[src/rtl/spi_flash_pkg.sv]
// spi_flash_pkg: opcodes, FSM state encoding and opcode selection shared by the SPI flash sequencer
package spi_flash_pkg;
    localparam logic [7:0] OP_RDID = 8'h9F;
    localparam logic [7:0] OP_READ = 8'h03;

    typedef enum logic [2:0] {
        IDLE = 3'd0,
        CMD  = 3'd1,
        ADDR = 3'd2,
        DATA = 3'd3,
        GAP  = 3'd4
    } state_t;

    function automatic logic [7:0] opcode(input logic cmd);
        return cmd ? OP_READ : OP_RDID;
    endfunction
endpackage

[src/rtl/spi_sck_gen.sv]
// spi_sck_gen: Mode-0 SCK half-period divider emitting rise/fall strobes on the clk edge where SCK changes
module spi_sck_gen #(
    parameter int CLK_DIV = 2
) (
    input  logic clk,
    input  logic rst,
    input  logic en,
    output logic sck,
    output logic rise,
    output logic fall
);
    logic [7:0] cnt;
    logic       tick;

    assign tick = en && cnt == 8'(CLK_DIV - 1);
    assign rise = tick && !sck;
    assign fall = tick && sck;

    always_ff @(posedge clk or posedge rst) begin
        if (rst) begin
            cnt <= 8'd0;
            sck <= 1'b0;
        end else if (!en) begin
            cnt <= 8'd0;
            sck <= 1'b0;
        end else if (tick) begin
            cnt <= 8'd0;
            sck <= ~sck;
        end else begin
            cnt <= cnt + 8'd1;
        end
    end
endmodule

[src/rtl/spi_flash_seq.sv]
// spi_flash_seq: SPI Mode-0 flash read sequencer issuing RDID or READ and streaming received bytes
module spi_flash_seq
    import spi_flash_pkg::*;
#(
    parameter int CLK_DIV = 2,
    parameter int CS_GAP  = 4
) (
    input  logic        clk,
    input  logic        rst,
    input  logic        req_valid,
    output logic        req_ready,
    input  logic        req_cmd,
    input  logic [23:0] req_addr,
    input  logic [7:0]  req_len,
    output logic [7:0]  rd_data,
    output logic        rd_valid,
    output logic        done,
    output logic        busy,
    output logic        spi_cs_n,
    output logic        spi_sck,
    output logic        spi_mosi,
    input  logic        spi_miso
);
    state_t      state;
    logic [30:0] sh;
    logic [10:0] bcnt;
    logic [10:0] last_bit;
    logic [7:0]  len;
    logic [6:0]  rx;
    logic [15:0] gcnt;
    logic        is_read;
    logic        fin;
    logic        active;
    logic        rise;
    logic        fall;
    logic [7:0]  op;

    assign active    = state == CMD || state == ADDR || state == DATA;
    assign req_ready = state == IDLE;
    assign busy      = active || done;
    assign last_bit  = {len - 8'd1, 3'b111};
    assign op        = opcode(req_cmd);

    spi_sck_gen #(.CLK_DIV(CLK_DIV)) u_sck (
        .clk  (clk),
        .rst  (rst),
        .en   (active),
        .sck  (spi_sck),
        .rise (rise),
        .fall (fall)
    );

    always_ff @(posedge clk or posedge rst) begin
        if (rst) begin
            state    <= IDLE;
            sh       <= 31'd0;
            bcnt     <= 11'd0;
            len      <= 8'd0;
            rx       <= 7'd0;
            gcnt     <= 16'd0;
            is_read  <= 1'b0;
            fin      <= 1'b0;
            spi_cs_n <= 1'b1;
            spi_mosi <= 1'b0;
            rd_data  <= 8'd0;
            rd_valid <= 1'b0;
            done     <= 1'b0;
        end else begin
            rd_valid <= 1'b0;
            done     <= 1'b0;
            case (state)
                IDLE: if (req_valid) begin
                    state    <= CMD;
                    sh       <= {op[6:0], req_addr};
                    spi_mosi <= op[7];
                    len      <= req_len;
                    is_read  <= req_cmd;
                    bcnt     <= 11'd0;
                    fin      <= 1'b0;
                    spi_cs_n <= 1'b0;
                end
                CMD, ADDR, DATA: begin
                    if (fall && fin) begin
                        state    <= GAP;
                        spi_cs_n <= 1'b1;
                        spi_mosi <= 1'b0;
                        done     <= 1'b1;
                        gcnt     <= 16'd0;
                    end else if (fall) begin
                        sh       <= {sh[29:0], 1'b0};
                        spi_mosi <= state != DATA && sh[30];
                    end
                    if (rise) begin
                        bcnt <= bcnt + 11'd1;
                        if (state == CMD && bcnt == 11'd7) begin
                            state <= is_read ? ADDR : DATA;
                            bcnt  <= 11'd0;
                        end
                        if (state == ADDR && bcnt == 11'd23) begin
                            state <= DATA;
                            bcnt  <= 11'd0;
                        end
                        if (state == DATA) begin
                            rx <= {rx[5:0], spi_miso};
                            if (bcnt[2:0] == 3'd7) begin
                                rd_data  <= {rx, spi_miso};
                                rd_valid <= 1'b1;
                            end
                            if (bcnt == last_bit) fin <= 1'b1;
                        end
                    end
                end
                GAP: begin
                    gcnt <= gcnt + 16'd1;
                    if (int'(gcnt) + 1 >= CS_GAP) state <= IDLE;
                end
                default: state <= IDLE;
            endcase
        end
    end
endmodule

[config.mk]
export PLATFORM = sky130hd
export DESIGN_NAME = spi_flash_seq
export DESIGN_NICKNAME = d
export VERILOG_FILES = /design/src/rtl/spi_flash_pkg.sv /design/src/rtl/spi_sck_gen.sv /design/src/rtl/spi_flash_seq.sv
export SDC_FILE = /design/constraint.sdc
export NUM_CORES = 1
export LEC_CHECK = 0
export BUFFER_PORTS_ARGS = -buffer_cell sky130_fd_sc_hd__buf_2
export CAP_MARGIN = 20
export CORE_MARGIN = 10
export CORE_UTILIZATION = 25
export DETAILED_ROUTE_END_ITERATION = 10
export GPL_TIMING_DRIVEN = 0
export PLACE_DENSITY_LB_ADDON = 0.08
export SYNTH_ARGS = -nofsm -noshare
export SYNTH_HDL_FRONTEND = slang
export SYNTH_HIERARCHICAL = 1
export SYNTH_SLANG_ARGS = --single-unit
[constraint.sdc]
create_clock -name clk -period 3.59 [get_ports clk]
set_input_delay 0.359 -clock clk [delete_from_list [all_inputs] [get_ports clk]]
set_output_delay 0.359 -clock clk [all_outputs]
set_load 0.1 [all_outputs]
# Word-level counts from Yosys, hierarchy flattened

Index checks and enable logic that the tools add are counted.

Flip-flop bits (word level): 99
Latch bits: 0
Bits in writable memories: 0
ROM bits: 0
Output and inout port bits: 15
Logic and storage cells: 108
Memories: 0

$add $sub $neg: 5
Multipliers: 0
Div/mod/pow operators: 0
$lt $le $gt $ge: 1
Equal/unequal tests: 20
Shift-type cells: 0
Mux-type cells: 41
Bitwise operators: 1
Reduce and logical (&&, ||, !) cells: 25

Operators with widths:

| kind                  | number |
|---|---|
| $mux 31               | 3 |
| $pmux 31 s2           | 1 |
| $mux 11               | 4 |
| $pmux 16 s2           | 1 |
| $mux 8                | 3 |
| $pmux 11 s2           | 1 |
| $mux 3                | 6 |
| $add 16x1->17 const B | 1 |
| $ge 17x3->1 const B   | 1 |
| $mux 1                | 17 |
| $add 16x1->16 const B | 1 |
| $mux 16               | 1 |
| $ne 2x2->1 const B    | 8 |
| $reduce_and 3->1      | 4 |
| $add 11x1->11 const B | 1 |
| $eq 11x11->1          | 1 |
| $eq 11x3->1 const B   | 1 |
| $eq 11x5->1 const B   | 1 |
| $pmux 3 s3            | 1 |
| $add 8x1->8 const B   | 1 |
| $eq 8x1->1 const B    | 1 |
| $reduce_and 4->1      | 2 |
| $sub 8x1->8 const B   | 1 |
| $logic_and 1x1->1     | 7 |
| 15 further kinds      | 24 |

# Depth between registers and ports, before layout

Depth in word-level cells: 11
Gate-level depth with buffers: 12
Gate-level depth less buffers: 9

# Hierarchy

The synthesis kept the hierarchy.

By module, submodules not included:

| module        | instances | cells each | area each (um2) | sequential area each (um2) |
|---|---|---|---|---|
| spi_flash_seq | 1         | 489        | 4,604.4         | 2,253.4 |
| spi_sck_gen   | 1         | 47         | 446.7           | 225.2 |

# Least setup slack after synthesis

OpenSTA, ideal clock, no wires.

Path kind: flip-flop to flip-flop
From: register state[0]
To: register sh[1]
Library setup time: 141 ps
Arrival time: 3,897 ps
Data required time: 3,449 ps
Path slack: -448 ps
Stages on the path, launching flop included: 7
Path buffers: 2
Cells stage by stage: dfrtp_1 > buf_2 > nor3_1 > nand2_1 > o21ai_2 > clkbuf_1 > a31oi_1

RTL lines:

| what                                                             | RTL line            | source |
|---|---|---|
| start: declaration                                               | spi_flash_seq.sv:24 | `state_t state;` |
| start signal: assignment                                         | spi_flash_seq.sv:96 | `state <= is_read ? ADDR : DATA;` |
| $logic_not 3->1 (*)                                              | n/a                 |  |
| via req_ready                                                    | spi_flash_seq.sv:11 | `output logic req_ready,` |
| $ne 2x2->1 (no source line) or $reduce_bool 2->1 (tied branches) | n/a                 |  |
| $reduce_and 4->1 (no source line)                                | n/a                 |  |
| end signal: assignment                                           | spi_flash_seq.sv:74 | `sh <= {op[6:0], req_addr};` |
| end signal: assignment                                           | spi_flash_seq.sv:90 | `sh <= {sh[29:0], 1'b0};` |
| end: declaration                                                 | spi_flash_seq.sv:25 | `logic [30:0] sh;` |

The timed path passes the listed nets; every way through them passes the cells marked *.
A chain may end at the register's enable or synchronous reset.

# Worst setup path in the final report

From: register state[2]
To: register fin

Word-level cells in the longest chain between the ends: 7

RTL lines:

| what                                     | RTL line             | source |
|---|---|---|
| $eq 3x1->1 or $eq 3x2->1 (tied branches) | spi_flash_seq.sv:38  | `assign active = state == CMD \|\| state == ADDR \|\| state == DATA;` |
| $logic_or 1x1->1                         | spi_flash_seq.sv:38  |  |
| $logic_or 1x1->1 (*)                     | spi_flash_seq.sv:38  |  |
| via active                               | spi_flash_seq.sv:33  | `logic active;` |
| $logic_and 1x1->1 (*)                    | spi_sck_gen.sv:15    | `assign tick = en && cnt == 8'(CLK_DIV - 1);` |
| $logic_and 1x1->1 (*)                    | spi_sck_gen.sv:16    | `assign rise = tick && !sck;` |
| via rise                                 | spi_flash_seq.sv:34  | `logic rise;` |
| $ne 2x2->1 (no source line) (*)          | n/a                  |  |
| $reduce_and 5->1 (no source line) (*)    | n/a                  |  |
| end signal: assignment                   | spi_flash_seq.sv:62  | `fin <= 1'b0;` |
| end signal: assignment                   | spi_flash_seq.sv:79  | `fin <= 1'b0;` |
| end signal: assignment                   | spi_flash_seq.sv:109 | `if (bcnt == last_bit) fin <= 1'b1;` |
| end: declaration                         | spi_flash_seq.sv:32  | `logic fin;` |

Marks and branches as above.

==> results.md <==
* Switching share of power at 22.7%
* CTS tree: yes
* Synth Net Count at 579
* Per-cell routed wire length at 14.7 um
* Worst vdd ir at 0.182 mV
* Final net count at 644
* Critical path arrival at 3.45 ns
* Least-Margin Pin Slew at 0.690 ns
* CP Launch Type: flop
* Largest stage delay, worst path at ~0.36 ns
* Seq pwr share at 50.4%
* Final Max Slew Viols at 0
* Crit-path cells: buf_2 > o21bai_1 > inv_2 > clkbuf_2 > inv_1 > nor4_4 > o21ai_0 > a21o_1 > clkbuf_1 > nor3_1 > o21ai_1 > o31ai_1
* Root Driver: clkbuf_16
* Area grow syn2layout at 19.3%
* Placed inst area at between 5000 and 6000 um2
* CP Data Required Time at 3.84 ns
* Fin util at 30.7%
* First-pass GRT wire length at 21400 um
* Synth Warn # at 6
* Total GRT Usage at 9.89%
* Flops & latches, synth at 99
* Post-Syn Instances at 536
* IO Pins at 52
* Initial antenna violation count at 0
* DRC at 0
* Slew HR at 53.9%
* Max_cap viols at 0
* Starting Density at roughly 26%
* Clock skew at 0.00708 ns
* Hpwl dp at 9070 um
* Setup violators final at 0
* Final min period at 3.20 ns
* Post-synth ARST share at 100%
* Status: finished, final reports clean
* TritonCTS buffer count at 9
* Vias in the first global route at around 4200
* H-tree levels at 3
* Top post-synthesis cells by area: dfrtp_1 49%, mux2_2 5.8%, nand2_1 5.6%, nor2_1 4.4%, o21ai_0 3.3%
* Final WL at approximately 13000 um
* Post-Syn Area at 5050 um2
* Avg Inst Size Synth at 9.42 um2
* Peak Freq at ~310 MHz
* WS Path Type: reg2reg
* Final GP Congestion at 0.776
* Yosys cell types at 67
* Post-synth top area share at between 40 and 50%
* Via density at 4.71
* Sequential share of the synthesized area at 49.1%
* Antenna Cells at 0
* Global route overflow at 0
* CP bufs+invs at 5
* Post-synth EDFFs at 0
* Final ANT Viol Nets at 0
* HP Class: in2reg
* Die height at 162 um
* Commonest non-fill, non-tap cell in the layout: dfrtp_1
* Fraction of layout cells with a size suffix above 1 at 21.2%
* Longest Clk Path Bufs at 2
* Via count at a little over 4000
* Worst Setup End Kind: flop
* Largest net degree at the start of global routing at 49
* Most frequent cells in the layout: 98 x dfrtp_1, 75 x nand2_1, 61 x buf_2
* Final period util at 89.0%
* Top cell type by total area after synthesis: dfrtp_1
* Post-synth top flop: dfrtp_1
* Slowest CP cell: dfrtp_1
* CP Max Fanout at 11
* Die area at 26300 um2
* Later-pin clock latency in the skew report at 0.34 ns
* Power Density at 371 nW/um2
* Design area at 6020 um2
* Clk slew on worst S/H paths at 0.07 ns
* Starting DRT DRC Count at roughly 190
* CP top delay family: compound AO/OA/AOI/OAI gates
* Core Region at between 15000 and 20000 um2
* Number of port buffers at 51
* CTS Sinks at 99
* Cell internal pwr at about 1.7 mW
* Leak Pwr at approximately 2.6 nW
* Comb pwr share at 4.3%
* Total power at 2.24 mW
* NetSw at 0.508 mW
* Die width at 162 um
* Rows at 51
* Endpoints failing hold at 0
* Pre-antenna DRT Iters at 4
* Clock power share at 45.3%
-- stage by stage --
step	std cells	worst slack, ns	TNS [ns]	hold WS, ns
floorplan	536	0.650	0	0.187
finish	870	0.393	0	0.244
global route	870	-0.0134	-0.0134	0.240
global placement	852	-0.520	-48.80	0.358
detailed placement	853	-0.513	-6.68	0.381
CTS	869	0.195	0	0.227
-- synth_stat cells (3+ instances only) --
cell      instances
o31ai_1           5
nor2_1           59
o21ai_0          33
o21ai_1           4
clkbuf_1         16
a21oi_1          17
xnor2_1          14
nand4_1           4
xor2_1            8
inv_1            15
nor4_1           10
nand2b_1          4
ha_1              6
nor3_1            6
a21o_1            6
or3_1             8
mux2_2           26
dfrtp_1          98
nand2_1          75
nand3_1          24
and3_1            3
a31oi_1          26
a22o_1            3
buf_2            10
-- metal layers --
layer	vias up	track usage, %	share of wire, %
met5	-	0	0
li1	2019	-	-
met1	2014	12.9	49
met2	62	15.9	47
met3	6	2.58	3.9
met4	0	2.56	0.60
-- state kept, by name (all words and copies together) (netlist names) --
register,count
is_read,1
fin,1
rd_valid,1
len,8
bcnt,11
sh,31
spi_cs_n,1
u_sck/cnt,8
rx,7
done,1
spi_mosi,1
u_sck/sck,1
state,3
rd_data,8
gcnt,16
-- power by group through the flow --
stage,logic (mW),clock network (mW),registers [mW]
5_1_grt,0.106,1.10,1.13
3_5_place_dp,0.0994,0,1.15
2_1_floorplan,0.0243,0,1.18
6_report,0.0963,1.01,1.13
3_3_place_gp,0.0941,0,1.15
4_1_cts,0.101,1.06,1.13
-- final timing paths --
check / depth (start not counted) / to / slack (ns) / start
min in group asynchronous: 3 / u_sck/cnt[3] / 0.55 / rst
hold / removal: 2 / len[4] / 0.24 / req_len[4]
max in group asynchronous: 4 / spi_cs_n / 2.26 / rst
setup / recovery: 12 / fin / 0.39 / state[2]
setup reg to reg: 12 / fin / 0.39 / state[2]
hold reg to reg: 1 / rd_data[4] / 0.51 / rd_data[4]
-- worst register-to-register path, stage by stage, from the launching register on --
cell and delay [ns]:
dfrtp_1 0.36, buf_2 0.17, o21bai_1 0.34, inv_2 0.13
clkbuf_2 0.27, inv_1 0.19, nor4_4 0.36, o21ai_0 0.15
a21o_1 0.28, clkbuf_1 0.25, nor3_1 0.31, o21ai_1 0.11
o31ai_1 0.19
-- layout make-up --
| type | instances | area (um2) |
|---|---|---|
| buffer | 30 | 149 |
| fill | 2102 | 13600 |
| clock buffer | 12 | 256 |
| timing repair buffer | 54 | 300 |
| multi-input combinational | 391 | 2400 |
| clock inverter | 3 | 46.3 |
| tap | 265 | 332 |
| inverter | 16 | 62.6 |
| sequential | 99 | 2480 |
-- timing repair --
action                                  in CTS  in global routing
cloned                                       0                  0
setup buffers                                0                  1
endpoints found under the setup margin      34                  7
hold buffers                                 1                  0
endpoints found under the hold margin        9                  0
gates resized for setup                      4                  1
pin swaps                                    0                  1
-- kinds of logic (layout without fill, tap and decap cells) --
logic type	after synthesis	count (layout)	share of synthesized area, %
AOI/OAI and AO/OA	119	119	14.8
xor gates and xnor gates	22	22	3.81
adders and majority gates	6	6	1.49
buffers and inverters	46	115	4.11
DFF	99	99	49.1
muxes	27	27	5.99
and+or+nand+nor	217	217	20.7
Power figures use the tool's default switching activity.
